[config.mk]
export PLATFORM = sky130hd
export DESIGN_NAME = bs_pack_flat
export DESIGN_NICKNAME = d
export VERILOG_FILES = /design/src/rtl/bs_pack_if.sv /design/src/rtl/bs_pack.sv /design/src/flat_wrapper.sv
export SDC_FILE = /design/constraint.sdc
export NUM_CORES = 1
export LEC_CHECK = 0
export BUFFER_PORTS_ARGS = -buffer_cell sky130_fd_sc_hd__buf_4
export CAP_MARGIN = 20
export CORE_UTILIZATION = 62
export DETAILED_ROUTE_END_ITERATION = 10
export GPL_TIMING_DRIVEN = 0
export PLACE_DENSITY = 0.87
export SKIP_LAST_GASP = 1
export SYNTH_ARGS = -nofsm -noshare
export SYNTH_HDL_FRONTEND = slang
export SYNTH_SLANG_ARGS = --single-unit
[constraint.sdc]
create_clock -name clk -period 4.3 [get_ports clk]
set_input_delay 0 -clock clk [delete_from_list [all_inputs] [get_ports clk]]
set_output_delay 0 -clock clk [all_outputs]
set_load 0.05 [all_outputs]
[src/rtl/bs_pack_if.sv]
// -----------------------------------------------------------------------------
// bs_pack_if
// Bundles every bs_pack signal except clk and rstn.
//   Code input   : start_i, val_i, rdy_o, dat_i, len_i, lst_i
//   Adler input  : adler32_done_i, adler32_dat_i
//   Word output  : val_o, rdy_i, dat_o, byt_o, lst_o, done_o
// The signal names keep the packer's own _i/_o suffixes, which are seen from
// the packer's side. The slave modport is the packer. The master modport is
// the entropy coder together with the word sink.
// -----------------------------------------------------------------------------
interface bs_pack_if #(
  parameter int DATA_WD = 32,
  parameter int CODE_WD = 16
);
  localparam int LEN_WD = $clog2(CODE_WD + 1);
  localparam int BYT_WD = $clog2(DATA_WD / 8 + 1);

  logic                start_i;
  logic                val_i;
  logic                rdy_o;
  logic [CODE_WD-1:0]  dat_i;
  logic [LEN_WD-1:0]   len_i;
  logic                lst_i;
  logic                adler32_done_i;
  logic [31:0]         adler32_dat_i;
  logic                val_o;
  logic                rdy_i;
  logic [DATA_WD-1:0]  dat_o;
  logic [BYT_WD-1:0]   byt_o;
  logic                lst_o;
  logic                done_o;

  modport master (
    output start_i, val_i, dat_i, len_i, lst_i, adler32_done_i, adler32_dat_i, rdy_i,
    input  rdy_o, val_o, dat_o, byt_o, lst_o, done_o
  );

  modport slave (
    input  start_i, val_i, dat_i, len_i, lst_i, adler32_done_i, adler32_dat_i, rdy_i,
    output rdy_o, val_o, dat_o, byt_o, lst_o, done_o
  );
endinterface

[src/rtl/bs_pack.sv]
// -----------------------------------------------------------------------------
// bs_pack
// Deflate bit packer. It packs LSB-first variable-length codes into DATA_WD-bit
// words. On the last code it pads the stream to a byte boundary. It then
// appends the Adler-32 checksum with the most significant byte first, and
// closes with a partial final word that carries a byte count.
//   clk  : clock, all state changes on the rising edge
//   rstn : asynchronous active-low reset
//   bus  : bs_pack_if.slave (code input, Adler capture, word output)
// -----------------------------------------------------------------------------
module bs_pack #(
  parameter int DATA_WD = 32,
  parameter int CODE_WD = 16,
  parameter int LEN_WD  = $clog2(CODE_WD + 1)
) (
  input  logic     clk,
  input  logic     rstn,
  bs_pack_if.slave bus
);
  localparam int BUF_WD = DATA_WD + CODE_WD;
  localparam int CNT_WD = $clog2(BUF_WD + 1);
  localparam int BYT_WD = $clog2(DATA_WD / 8 + 1);
  localparam logic [CNT_WD-1:0] WORD_BITS = CNT_WD'(DATA_WD);

  typedef enum logic [2:0] {
    S_IDLE, S_RUN, S_ALN, S_ADL, S_TRL, S_FLS, S_DONE
  } state_t;

  state_t              state_r;
  logic [BUF_WD-1:0]   buf_r;
  logic [CNT_WD-1:0]   cnt_r;
  logic [31:0]         adl_r;
  logic                adl_vld_r;
  logic [1:0]          trl_idx_r;

  logic                full, val_int, val, rdy, pop, push, trl_push;
  logic [LEN_WD-1:0]   len;
  logic [CODE_WD-1:0]  code_mask;
  logic [7:0]          trl_byte;
  logic [BUF_WD-1:0]   ins_bits, buf_pop, buf_nxt;
  logic [CNT_WD-1:0]   ins_len, cnt_pop, cnt_nxt, cnt_rnd;
  logic [BYT_WD-1:0]   byt;

  assign len  = bus.len_i;
  assign full = (cnt_r >= WORD_BITS);

  // In FLS the buffer may hold less than a full word, and that partial word
  // still has to leave.
  assign val_int = (state_r == S_FLS) ? (cnt_r != '0)
                 : ((state_r inside {S_RUN, S_ALN, S_ADL, S_TRL}) && full);
  // A word must not be handed out in the cycle in which start_i discards it.
  assign val      = val_int && !bus.start_i;
  assign pop      = val && bus.rdy_i;
  assign rdy      = (state_r == S_RUN) && (!full || bus.rdy_i);
  assign push     = bus.val_i && rdy;
  assign trl_push = (state_r == S_TRL) && (!full || pop);

  assign code_mask = ~({CODE_WD{1'b1}} << len);
  assign cnt_rnd   = (cnt_r + CNT_WD'(7)) & ~CNT_WD'(7);

  // NOTE: every variable written in an always_comb gets a default at the top
  // of the block. Without one, any path that skips an assignment infers a latch.
  always_comb begin
    trl_byte = adl_r[31:24];
    case (trl_idx_r)
      2'd1:    trl_byte = adl_r[23:16];
      2'd2:    trl_byte = adl_r[15:8];
      2'd3:    trl_byte = adl_r[7:0];
      default: trl_byte = adl_r[31:24];
    endcase
  end

  // Take out the outgoing word first, then append the new bits at the updated
  // fill point. This lets a push and a pop share one cycle.
  always_comb begin
    buf_pop  = buf_r;
    cnt_pop  = cnt_r;
    ins_bits = '0;
    ins_len  = '0;
    if (pop) begin
      buf_pop = buf_r >> DATA_WD;
      cnt_pop = full ? (cnt_r - WORD_BITS) : '0;
    end
    if (push) begin
      ins_bits = BUF_WD'(bus.dat_i & code_mask);
      ins_len  = CNT_WD'(len);
    end else if (trl_push) begin
      ins_bits = BUF_WD'(trl_byte);
      ins_len  = CNT_WD'(8);
    end
    buf_nxt = buf_pop | (ins_bits << cnt_pop);
    cnt_nxt = cnt_pop + ins_len;
  end

  // NOTE: all sequential state uses non-blocking assignments. A later
  // assignment in the same block overrides an earlier one, so the ALN
  // rounding below can override the default cnt_r update.
  always_ff @(posedge clk or negedge rstn) begin
    if (!rstn) begin
      state_r   <= S_IDLE;
      buf_r     <= '0;
      cnt_r     <= '0;
      adl_r     <= '0;
      adl_vld_r <= 1'b0;
      trl_idx_r <= '0;
    end else if (bus.start_i) begin
      state_r   <= S_RUN;
      buf_r     <= '0;
      cnt_r     <= '0;
      adl_vld_r <= 1'b0;
      trl_idx_r <= '0;
    end else begin
      buf_r <= buf_nxt;
      cnt_r <= cnt_nxt;
      if (bus.adler32_done_i && state_r != S_IDLE) begin
        adl_r     <= bus.adler32_dat_i;
        adl_vld_r <= 1'b1;
      end
      case (state_r)
        S_RUN: if (push && bus.lst_i) state_r <= S_ALN;
        // val_int is low here, so no pop or push changes cnt_r in this cycle.
        // The buffer bits above cnt_r are already zero, so the pad bits are
        // zero as well.
        S_ALN: if (!full) begin
          cnt_r   <= cnt_rnd;
          state_r <= S_ADL;
        end
        S_ADL: if (adl_vld_r) begin
          trl_idx_r <= '0;
          state_r   <= S_TRL;
        end
        S_TRL: if (trl_push) begin
          trl_idx_r <= trl_idx_r + 2'd1;
          if (trl_idx_r == 2'd3) state_r <= S_FLS;
        end
        S_FLS:   if (pop && cnt_r <= WORD_BITS) state_r <= S_DONE;
        S_DONE:  state_r <= S_IDLE;
        default: state_r <= state_r;
      endcase
    end
  end

  always_comb begin
    byt = '0;
    if (val) begin
      if (state_r == S_FLS && !full) byt = BYT_WD'(cnt_r >> 3);
      else                           byt = BYT_WD'(DATA_WD / 8);
    end
  end

  assign bus.rdy_o  = rdy;
  assign bus.val_o  = val;
  assign bus.dat_o  = buf_r[DATA_WD-1:0];
  assign bus.byt_o  = byt;
  assign bus.lst_o  = val && (state_r == S_FLS) && (cnt_r <= WORD_BITS);
  assign bus.done_o = (state_r == S_DONE);
endmodule

[src/flat_wrapper.sv]
// flat-port wrapper written by rule: the top's interface ports become plain ports
module bs_pack_flat 
#(
  parameter int DATA_WD = 32,
  parameter int CODE_WD = 16,
  parameter int LEN_WD  = $clog2(CODE_WD + 1)
)
  (clk, rstn, bus_start_i, bus_val_i, bus_dat_i, bus_len_i, bus_lst_i, bus_adler32_done_i, bus_adler32_dat_i, bus_rdy_i, bus_rdy_o, bus_val_o, bus_dat_o, bus_byt_o, bus_lst_o, bus_done_o);
  bs_pack_if #(.DATA_WD(DATA_WD), .CODE_WD(CODE_WD)) bus_i ();
  input  logic clk;
  input  logic rstn;
  input wire logic [$bits(bus_i.start_i)-1:0] bus_start_i;
  input wire logic [$bits(bus_i.val_i)-1:0] bus_val_i;
  input wire logic [$bits(bus_i.dat_i)-1:0] bus_dat_i;
  input wire logic [$bits(bus_i.len_i)-1:0] bus_len_i;
  input wire logic [$bits(bus_i.lst_i)-1:0] bus_lst_i;
  input wire logic [$bits(bus_i.adler32_done_i)-1:0] bus_adler32_done_i;
  input wire logic [$bits(bus_i.adler32_dat_i)-1:0] bus_adler32_dat_i;
  input wire logic [$bits(bus_i.rdy_i)-1:0] bus_rdy_i;
  output wire logic [$bits(bus_i.rdy_o)-1:0] bus_rdy_o;
  output wire logic [$bits(bus_i.val_o)-1:0] bus_val_o;
  output wire logic [$bits(bus_i.dat_o)-1:0] bus_dat_o;
  output wire logic [$bits(bus_i.byt_o)-1:0] bus_byt_o;
  output wire logic [$bits(bus_i.lst_o)-1:0] bus_lst_o;
  output wire logic [$bits(bus_i.done_o)-1:0] bus_done_o;
  assign bus_i.start_i = bus_start_i;
  assign bus_i.val_i = bus_val_i;
  assign bus_i.dat_i = bus_dat_i;
  assign bus_i.len_i = bus_len_i;
  assign bus_i.lst_i = bus_lst_i;
  assign bus_i.adler32_done_i = bus_adler32_done_i;
  assign bus_i.adler32_dat_i = bus_adler32_dat_i;
  assign bus_i.rdy_i = bus_rdy_i;
  assign bus_rdy_o = bus_i.rdy_o;
  assign bus_val_o = bus_i.val_o;
  assign bus_dat_o = bus_i.dat_o;
  assign bus_byt_o = bus_i.byt_o;
  assign bus_lst_o = bus_i.lst_o;
  assign bus_done_o = bus_i.done_o;
  bs_pack #(.DATA_WD(DATA_WD), .CODE_WD(CODE_WD), .LEN_WD(LEN_WD)) u_core (.clk(clk), .rstn(rstn), .bus(bus_i));
endmodule
---- After elaboration in Yosys (flattened, before gate mapping) ----
Cells that the tools add are included.
storage, ports and cells
  register bits after elaboration ......... 92
  input port bits ......................... 60
  output and inout port bits .............. 39
  word-level logic and storage cells ...... 87
operators by class
  add/subtract/negate cells ............... 4
  $lt $le $gt $ge ......................... 2
  eq/ne operators ......................... 15
  shift-type cells ........................ 2
  muxes and demuxes ....................... 29
  bitwise operators ....................... 4
  reduce and logical (&&, ||, !) cells .... 25
operators with widths
  cell                                                      number
  two-way mux 48 bit                                        3
  OR 48 bit                                                 1
  << shifter 48 x 6 -> 48 bit                               1
  two-way mux 6 bit                                         6
  two-way mux 3 bit                                         9
  case mux 8 bit (3 select lines)                           1
  case mux 3 bit (6 select lines)                           1
  AND 16 bit                                                1
  NOT 16 bit                                                1
  << shifter 16 x 5 -> 16 bit, first input constant         1
  logical AND 1 bit                                         12
  != test 3 bit, second input constant                      4
  == test 3 bit, second input constant                      3
  two-way mux 8 bit                                         1
  AND reduction 7 bit                                       1
  nonzero test 7 bit                                        1
  adder 6 x 3 -> 6 bit, second input constant               1
  adder 6 bit                                               1
  == test 3 x 2 -> 1 bit, second input constant             2
  greater-or-equal comparator 6 bit, second input constant  1
  less-or-equal comparator 6 bit, second input constant     1
  two-way mux 2 bit                                         3
  != test 3 x 2 -> 1 bit, second input constant             2
  nonzero test 3 bit                                        2
  16 further kinds                                          21

---- Logic depth before layout (Yosys ltp) ----
Gate-level depths: netlist of the first run.
  word-level depth ........................ 14
  mapped depth ............................ 15
  depth with buffers taken out ............ 12

---- Worst setup path before layout of the first run ----
No wires, ideal clock.
  kind .................................... register -> register
  start ................................... register u_core.state_r[2]
  end ..................................... register u_core.cnt_r[5]
  setup time .............................. 0.132 ns
  arrival time ............................ 2.746 ns
  required time ........................... 4.168 ns
  slack ................................... 1.422 ns
  cell stages (with the launch flop) ...... 16
  path buffers ............................ 3
  clock period less this slack ............ 2.878 ns
  path through ............................ dfrtp_1 > and4bb_1 > buf_2 > and2_1 > clkbuf_1 > clkbuf_1 > nand2_1 > inv_1 > ha_1 > a21o_1 > a21oi_1 > o21bai_1 > a21oi_1 > xnor2_1 > o22a_1 > nor2_1
on the way
  cells in the longest elaborated chain, start to end .. 14
  elaborated cells on any way between the ends .. 21
  those cells by class .................... add/sub: 1; eq/ne: 5; mux: 7; reduce/logical: 8
RTL lines
  item                                                  line                          RTL
  start: declaration                                    bs_pack.sv:29                 state_t state_r;
  start signal: assignment                              bs_pack.sv:138                default: state_r <= state_r;
  == test 3 x 1 -> 1 bit, or another cell as far along  bs_pack.sv:50, bs_pack.sv:54
  nonzero test 4 bit                                    bs_pack.sv:50                 : ((state_r inside {S_RUN, S_ALN, S_ADL, S_TRL}) && full);
  logical AND 1 bit                                     bs_pack.sv:50
  two-way mux 1 bit                                     bs_pack.sv:49                 assign val_int = (state_r == S_FLS) ? (cnt_r != '0)
  logical AND 1 bit                                     bs_pack.sv:52                 assign val = val_int && !bus.start_i;
  logical AND 1 bit                                     bs_pack.sv:53                 assign pop = val && bus.rdy_i;
  logical OR 1 bit                                      bs_pack.sv:56                 assign trl_push = (state_r == S_TRL) && (!full || pop);
  logical AND 1 bit                                     bs_pack.sv:56
  two-way mux 4 bit                                     bs_pack.sv:87                 end else if (trl_push) begin
  two-way mux 6 bit                                     bs_pack.sv:84                 if (push) begin
  adder 6 bit                                           bs_pack.sv:92                 cnt_nxt = cnt_pop + ins_len;
  two-way mux 6 bit                                     bs_pack.sv:124                S_ALN: if (!full) begin
  two-way mux 6 bit (*)                                 bs_pack.sv:119                case (state_r)
  two-way mux 6 bit (*)                                 bs_pack.sv:106                end else if (bus.start_i) begin
  end signal: assignment                                bs_pack.sv:114                cnt_r <= cnt_nxt;
  end signal: assignment                                bs_pack.sv:125                cnt_r <= cnt_rnd;
  end: declaration                                      bs_pack.sv:31                 logic [CNT_WD-1:0] cnt_r;
Every way passes the cells marked *; elsewhere a longest branch is shown, timed or not.
A chain may end at the register's enable or synchronous reset.

---- Worst setup path in the final report of the first run ----
Same ends and word-level chain as after synthesis.

==> metrics.md, run 1 <==
| Metric | Value |
|---|---|
| Status | `finished, final reports clean` |
| Tmin final | `3.66 ns` |
| Initial antenna violation count | `0` |
| Syn Std Cell Area | `0.00601 mm²` |
| N_diodes | `0` |
| Peak VDD IR | `0.314 mV` |
| Slew margin rel. | `31.7%` |
| Sequential share of the synthesized area | `38.3%` |
| Critical-path cell with the highest stage delay | `dfrtp_1` |
| Tightest Pin Transition | `1.02 ns` |
| Critical path's largest stage delay | `0.48 ns` |
| Gr ovfl total | `0` |
| Syn Inst Count | `652` |
| Layout net count | `865` |
| Drt wl/cell | `~24 µm` |
| Cell Pwr Density | `602 mW/mm²` |
| Net count after synthesis | `about 720` |
| Share of cells above drive strength 1 | `25.4%` |
| Chip height | `100 µm` |
| Syn Area/Cell | `9.22 µm²` |
| Vias per cell | `~7.1` |
| Yosys top cell area share | `between 30% and 40%` |
| Worst Hold Class | `input pin to asynchronous set/reset pin` |
| Final Max Tran Viols | `0` |
| Io pins | `99` |
| Cell taking the most area after synthesis | `dfrtp_1` |
| CTS sink cnt | `92` |
| CTS tree | `done` |
| Max Cap Viol | `0` |
| DR iter-0 viols | `796` |
| Vias | `between 6000 and 7000` |
| Core area | `about 0.0093 mm²` |
| F_max | `0.274 GHz` |
| CTS resizes | `0` |
| #FFs+latches synth | `92` |
| Clk_lat worst skew | `0.37 ns` |
| Postcts setup bufs | `0` |
| Unrepaired setup endpoints after global routing | `false` |
| First-pass DRT Iterations | `7` |
| Htree depth | `3` |
| Skew final | `between 0.015 and 0.02 ns` |
| Synth top area cells | `dfrtp_1, mux2_2, buf_4, mux2i_1, nand2_1` |
| Period utilization | `85.0%` |
| First-pass GRT wire length | `34600 µm` |
| Worst path cell trace | `and4bb_1 -> buf_2 -> and2_1 -> clkbuf_1 -> clkbuf_1 -> nand2_1 -> inv_1 -> ha_1 -> a21o_1 -> a21oi_1 -> o21bai_1 -> a21oi_1 -> xnor2_1 -> o22a_1 -> nor2_1` |
| Hold Vio Cnt, Final | `0` |
| Top FF cell, synth | `dfrtp_1` |
| Area growth syn-to-layout | `24.1%` |
| WP data required | `4.54 ns` |
| Hold_buf cts | `33` |
| EDFF count, synth | `0` |
| Initial Utilization | `64.5%` |
| Port Buffers | `98` |
| Die area | `between 0.01 and 0.015 mm²` |
| Pleak | `0.00342 µW` |
| Ys async rst share | `100%` |
| Worst EP arrival | `just under 4 ns` |
| Worst-path clk slew | `0.11 ns` |
| Storage cell area | `about 0.0023 mm²` |
| Largest net degree at the start of global routing | `just over 90` |
| Die width | `100 µm` |
| Vias in the first global route | `6352` |
| Final Wtd Congestion | `0.994` |
| Rows | `35` |
| Wire length reported by the detailed router | `~22000 µm` |
| Post-DP HPWL | `14900 µm` |
| Clock Tree Root | `clkbuf_8` |
| Num CTS Buffers | `9` |
| DRT antenna net count | `0` |
| Total GRT Usage | `45.6%` |
| DR DRC count | `0` |
| Multi-input gate area | `0.00318 mm²` |
| Ys Warns | `0` |
| Total power | `4490 µW` |
| CP Launch Type | `flop` |
| Worst-path maximum fanout | `10` |
| Critical path class | `flop to flop` |
| Clock Path Buffers | `2` |
| Worst Setup End Kind | `flop` |
| Setup TNS Final | `0 ns` |
| Unique masters post-synth | `73` |
| Final setup fails | `0` |
| Final-layout fill cell count | `571` |
[placed cells by master, fill, tap and decap left out, types with 11 or more instances in the layout]
cell type,n
nor2_1,32
o21a_1,11
mux2i_1,23
nand4_1,11
mux2_2,31
nand3_1,20
a22oi_1,23
nand2_1,48
inv_1,19
dfrtp_1,92
a21oi_1,33
nor3_1,13
buf_4,130
clkbuf_1,32
buf_2,12
o211ai_1,16
o21ai_0,32
dlygate4sd3_1,33
[per-stage QoR]
step           util (%)  cell area [µm²]  hold slack (ns)  setup slack [ns]  std cells
2_1_floorplan         -             6010           -0.296              1.42        652
3_3_place_gp       74.1             6910            0.209             0.899        879
3_5_place_dp       74.1             6910            0.215             0.792        879
4_1_cts            79.7             7430            0.114             0.757        928
5_1_grt            80.0             7460           0.0809             0.435        929
6_report           80.0             7460           0.0530             0.644        929
[final timing paths]
check | startpoint | endpoint | slack [ns] | cells past startpoint
worst max register to register | u_core.state_r[2] | u_core.cnt_r[5] | 0.64 | 15
worst min register to register | u_core.buf_r[38] | u_core.buf_r[38] | 0.49 | 2
max in group asynchronous | rstn | u_core.adl_r[7] | 3.57 | 3
min in group clk | bus_start_i | u_core.state_r[0] | 0.13 | 3
worst min-delay path | rstn | u_core.cnt_r[0] | 0.05 | 2
worst max-delay path | u_core.state_r[2] | u_core.cnt_r[5] | 0.64 | 15
[layout make-up]
cell class,instances,area share [%]
buffer,81,6.09
clock buffer,10,1.84
clock inverter,6,0.738
inverter,22,1.11
multi-input combinational,457,42.6
sequential,92,30.9
tap,129,2.16
timing repair buffer,132,14.7
[logic make-up (layout without fill, tap and decap cells)]
kind of cell | Yosys count | in the layout | synth area share, %
compound gates | 216 | 216 | 25.5
simple gates | 171 | 171 | 14.4
buf+inv | 103 | 251 | 8.92
flops | 92 | 92 | 38.3
mux | 55 | 55 | 10.0
fa+ha+maj | 10 | 10 | 2.21
xor+xnor | 5 | 5 | 0.728
[sequential cells by signal (all words and copies together), names as in the netlist]
signal,flops
u_core.buf_r,48
u_core.adl_r,32
u_core.state_r,3
u_core.trl_idx_r,2
u_core.adl_vld_r,1
u_core.cnt_r,6
[metal layers]
| metal | vias to the layer above | wire (µm) | global-route usage [%] |
|---|---|---|---|
| met3 | 154 | 2750 | 11.6 |
| met5 | - | 0 | 0 |
| met2 | 639 | 10300 | 72.1 |
| met4 | 0 | 1440 | 27.9 |
| li1 | 2715 | - | - |
| met1 | 3105 | 7930 | 56.3 |
[critical path: cells and delay by family (launching register included)]
family | cells | cell delay, ns
AO/OA/AOI/OAI | 5 | 0.92
XOR/XNOR | 1 | 0.15
adder cells (fa/ha/maj) | 1 | 0.23
buffers and inverters | 4 | 1.02
flip-flops | 1 | 0.48
AND/OR/NAND/NOR | 4 | 0.74
[synth_stat cells, types with 4 or more instances]
cell type	n
a211oi_1	6
a21o_1	6
a21oi_1	33
a221o_1	4
a221oi_1	5
a22o_1	9
a22oi_1	23
a311oi_1	4
a31oi_1	7
and2_1	6
and3_1	7
buf_2	12
buf_4	32
clkbuf_1	32
dfrtp_1	92
ha_1	9
inv_1	19
mux2_2	31
mux2i_1	23
nand2_1	48
nand2b_1	6
nand3_1	20
nand4_1	11
nor2_1	32
nor3_1	13
nor3b_1	7
o211ai_1	16
o21a_1	11
o21ai_0	32
o21ai_1	7
o221ai_1	9
o22ai_1	9
or3_1	4
[power by group]
part | switching (µW) | internal [µW]
Clock | 366 | 238
Combinational | 1660 | 920
Sequential | 189 | 1120
Total | 2210 | 2280
(Power assumes the default switching activity.)
==> run 2: changes to the inputs <==
--- a/config.mk
+++ b/config.mk
@@ -7,10 +7,11 @@
 export LEC_CHECK = 0
 export BUFFER_PORTS_ARGS = -buffer_cell sky130_fd_sc_hd__buf_4
 export CAP_MARGIN = 20
-export CORE_UTILIZATION = 62
+export CORE_UTILIZATION = 64
+export CTS_BUF_LIST = sky130_fd_sc_hd__clkbuf_4 sky130_fd_sc_hd__clkbuf_8
 export DETAILED_ROUTE_END_ITERATION = 10
 export GPL_TIMING_DRIVEN = 0
-export PLACE_DENSITY = 0.87
+export PLACE_DENSITY = 0.89
 export SKIP_LAST_GASP = 1
 export SYNTH_ARGS = -nofsm -noshare
 export SYNTH_HDL_FRONTEND = slang
==> run 2 against run 1 <==
Sequential power is essentially flat. Worst setup slack gained 0.045 ns. First-iteration DRC count grew 2.9%. Clock power grew 13%. Largest cell class unchanged. Largest power group unchanged. Routed wire length shrank 4.7%. Via count shrank 3.2%. Critical path depth is the same. Die area shrank 3.1%. Count of clock-buffer cells in the layout is the same. Non-clock buffer count is the same.
==> metrics.md, run 2 (same netlist as run 1, synthesis figures left out) <==
| Metric | Value |
|---|---|
| Util after Layout | `slightly above 80%` |
| Htree depth | `3` |
| Drt wl/cell | `23.4 µm` |
| Initial Utilization | `65.7%` |
| Final setup fails | `0` |
| Worst Hold Class | `input pin to flop` |
| Wire length reported by the detailed router | `21400 µm` |
| F_max | `between 0.2 and 0.3 GHz` |
| Status | `finished, final reports clean` |
| Worst-path maximum fanout | `10` |
| Total GRT Usage | `45.6%` |
| CP Launch Type | `flop` |
| Chip height | `98.9 µm` |
| Num CTS Buffers | `9` |
| Largest net degree at the start of global routing | `93` |
| WP data required | `4.54 ns` |
| Worst Hold Depth | `3` |
| Share of cells above drive strength 1 | `around a quarter` |
| R2R cell count | `15` |
| Worst Setup End Kind | `flop` |
| Slew margin rel. | `36.9%` |
| Critical path class | `flop to flop` |
| Cell Pwr Density | `roughly 600 mW/mm²` |
| Skew final | `0.0145 ns` |
| Port Buffers | `98` |
| Tmin final | `3.61 ns` |
| Storage cell area | `~0.0023 mm²` |
| Layout net count | `about 870` |
| Peak VDD IR | `between 0.3 and 0.4 mV` |
| Initial antenna violation count | `0` |
| Hold_buf cts | `33` |
| Rows | `35` |
| DRT antenna net count | `0` |
| Gr ovfl total | `0` |
| DR DRC count | `0` |
| Commonest non-fill, non-tap cell in the layout | `buf_4` |
| Regs by FF count | `u_core.buf_r: 48 flops, u_core.adl_r: 32 flops, u_core.cnt_r: 6 flops` |
| Post-DP HPWL | `between 10000 and 15000 µm` |
| Io pins | `99` |
| Worst-path clk slew | `0.10 ns` |
| Clock Tree Root | `clkbuf_8` |
| Hold Vio Cnt, Final | `0` |
| Postcts setup bufs | `0` |
| First-pass GRT wire length | `about 34000 µm` |
| Clock Path Buffers | `2` |
| Vias per cell | `between 7 and 8` |
| CTS sink cnt | `92` |
| Vias | `6400` |
| Die area | `0.00979 mm²` |
| Unrepaired setup endpoints after global routing | `false` |
| Register with the highest flop count | `u_core.buf_r` |
| Core area | `0.00915 mm²` |
| Period utilization | `84.0%` |
| Final Max Tran Viols | `0` |
| Vias in the first global route | `6526` |
| Final-layout fill cell count | `about 560` |
| Pleak | `0.00343 µW` |
| Area growth syn-to-layout | `24.3%` |
| Fin area | `approximately 0.0075 mm²` |
| Dpl cells | `861` |
| Multi-input gate area | `approximately 0.0032 mm²` |
| Worst EP arrival | `3.85 ns` |
| Tightest Pin Transition | `roughly 0.94 ns` |
| Commonest cells after routing, fill and taps aside | `buf_4, dfrtp_1, nand2_1` |
| Final Wtd Congestion | `1.05` |
| Die width | `98.9 µm` |
| CTS resizes | `0` |
| Max Cap Viol | `0` |
| N_diodes | `0` |
| First-pass DRT Iterations | `5` |
| Area after DPL | `0.00689 mm²` |
| DR iter-0 viols | `between 800 and 900` |
| Clk_lat worst skew | `0.38 ns` |
| CTS tree | `done` |
| Max reg flops | `48` |
| Setup TNS Final | `0 ns` |
| Final Non-Filler Cells | `911` |
run 2: changes by cell type in the layout (fill, tap and decap cells not counted), sizes merged:
cell / before / now
clkinv: 2 / 1
inv: 24 / 23
bufinv: 0 / 2
run 2: layout make-up:
type | count | area share, %
Tap cell | 111 | 1.86
Sequential cell | 92 | 30.8
Clock inverter | 6 | 1.27
Inverter | 22 | 1.10
Buffer | 81 | 6.08
Multi-Input combinational cell | 457 | 42.5
Clock buffer | 10 | 1.76
Timing Repair Buffer | 132 | 14.6
run 2: critical path, cell delays in order (launching register included):
cell and delay (ns):
dfrtp_1 0.47, and4bb_1 0.34, buf_2 0.23, and2_1 0.16, clkbuf_1 0.24, clkbuf_1 0.37
nand2_1 0.16, inv_1 0.09, ha_1 0.23, a21o_1 0.18, a21oi_1 0.33, o21bai_1 0.11
a21oi_1 0.21, xnor2_1 0.14, o22a_1 0.15, nor2_1 0.04
run 2: power breakdown:
group	switching, µW	internal (µW)	leakage [µW]	total (µW)
Clock	344	340	0.000108	684
Sequential	180	1120	0.00119	1300
Combinational	1630	919	0.00213	2550
Total	2150	2380	0.00343	4530
run 2: final timing paths:
kind | start | endpoint | slack [ns]
max | u_core.state_r[2] | u_core.cnt_r[5] | 0.69
min | bus_start_i | u_core.state_r[0] | 0.14
max reg2reg | u_core.state_r[2] | u_core.cnt_r[5] | 0.69
min reg2reg | u_core.buf_r[38] | u_core.buf_r[38] | 0.52
max in group asynchronous | rstn | u_core.adl_r[4] | 3.50
min in group asynchronous | rstn | u_core.state_r[0] | 0.15
run 2: layer usage:
layer / global-route usage [%] / vias up / wire length, µm
li1: - / 2712 / -
met1: 56.2 / 3001 / 7860
met2: 73.6 / 549 / 9910
met3: 8.94 / 138 / 2260
met4: 28.8 / 0 / 1330
met5: 0 / - / 0
run 2: per-stage QoR:
step / hold slack [ns] / total power [µW] / setup WS [ns]
4_1_cts: 0.0969 / 4390 / 0.789
6_report: 0.136 / 4530 / 0.689
2_1_floorplan: -0.296 / 3010 / 1.42
5_1_grt: 0.134 / 4710 / 0.465
3_5_place_dp: 0.214 / 3690 / 0.844
3_3_place_gp: 0.211 / 3630 / 0.964
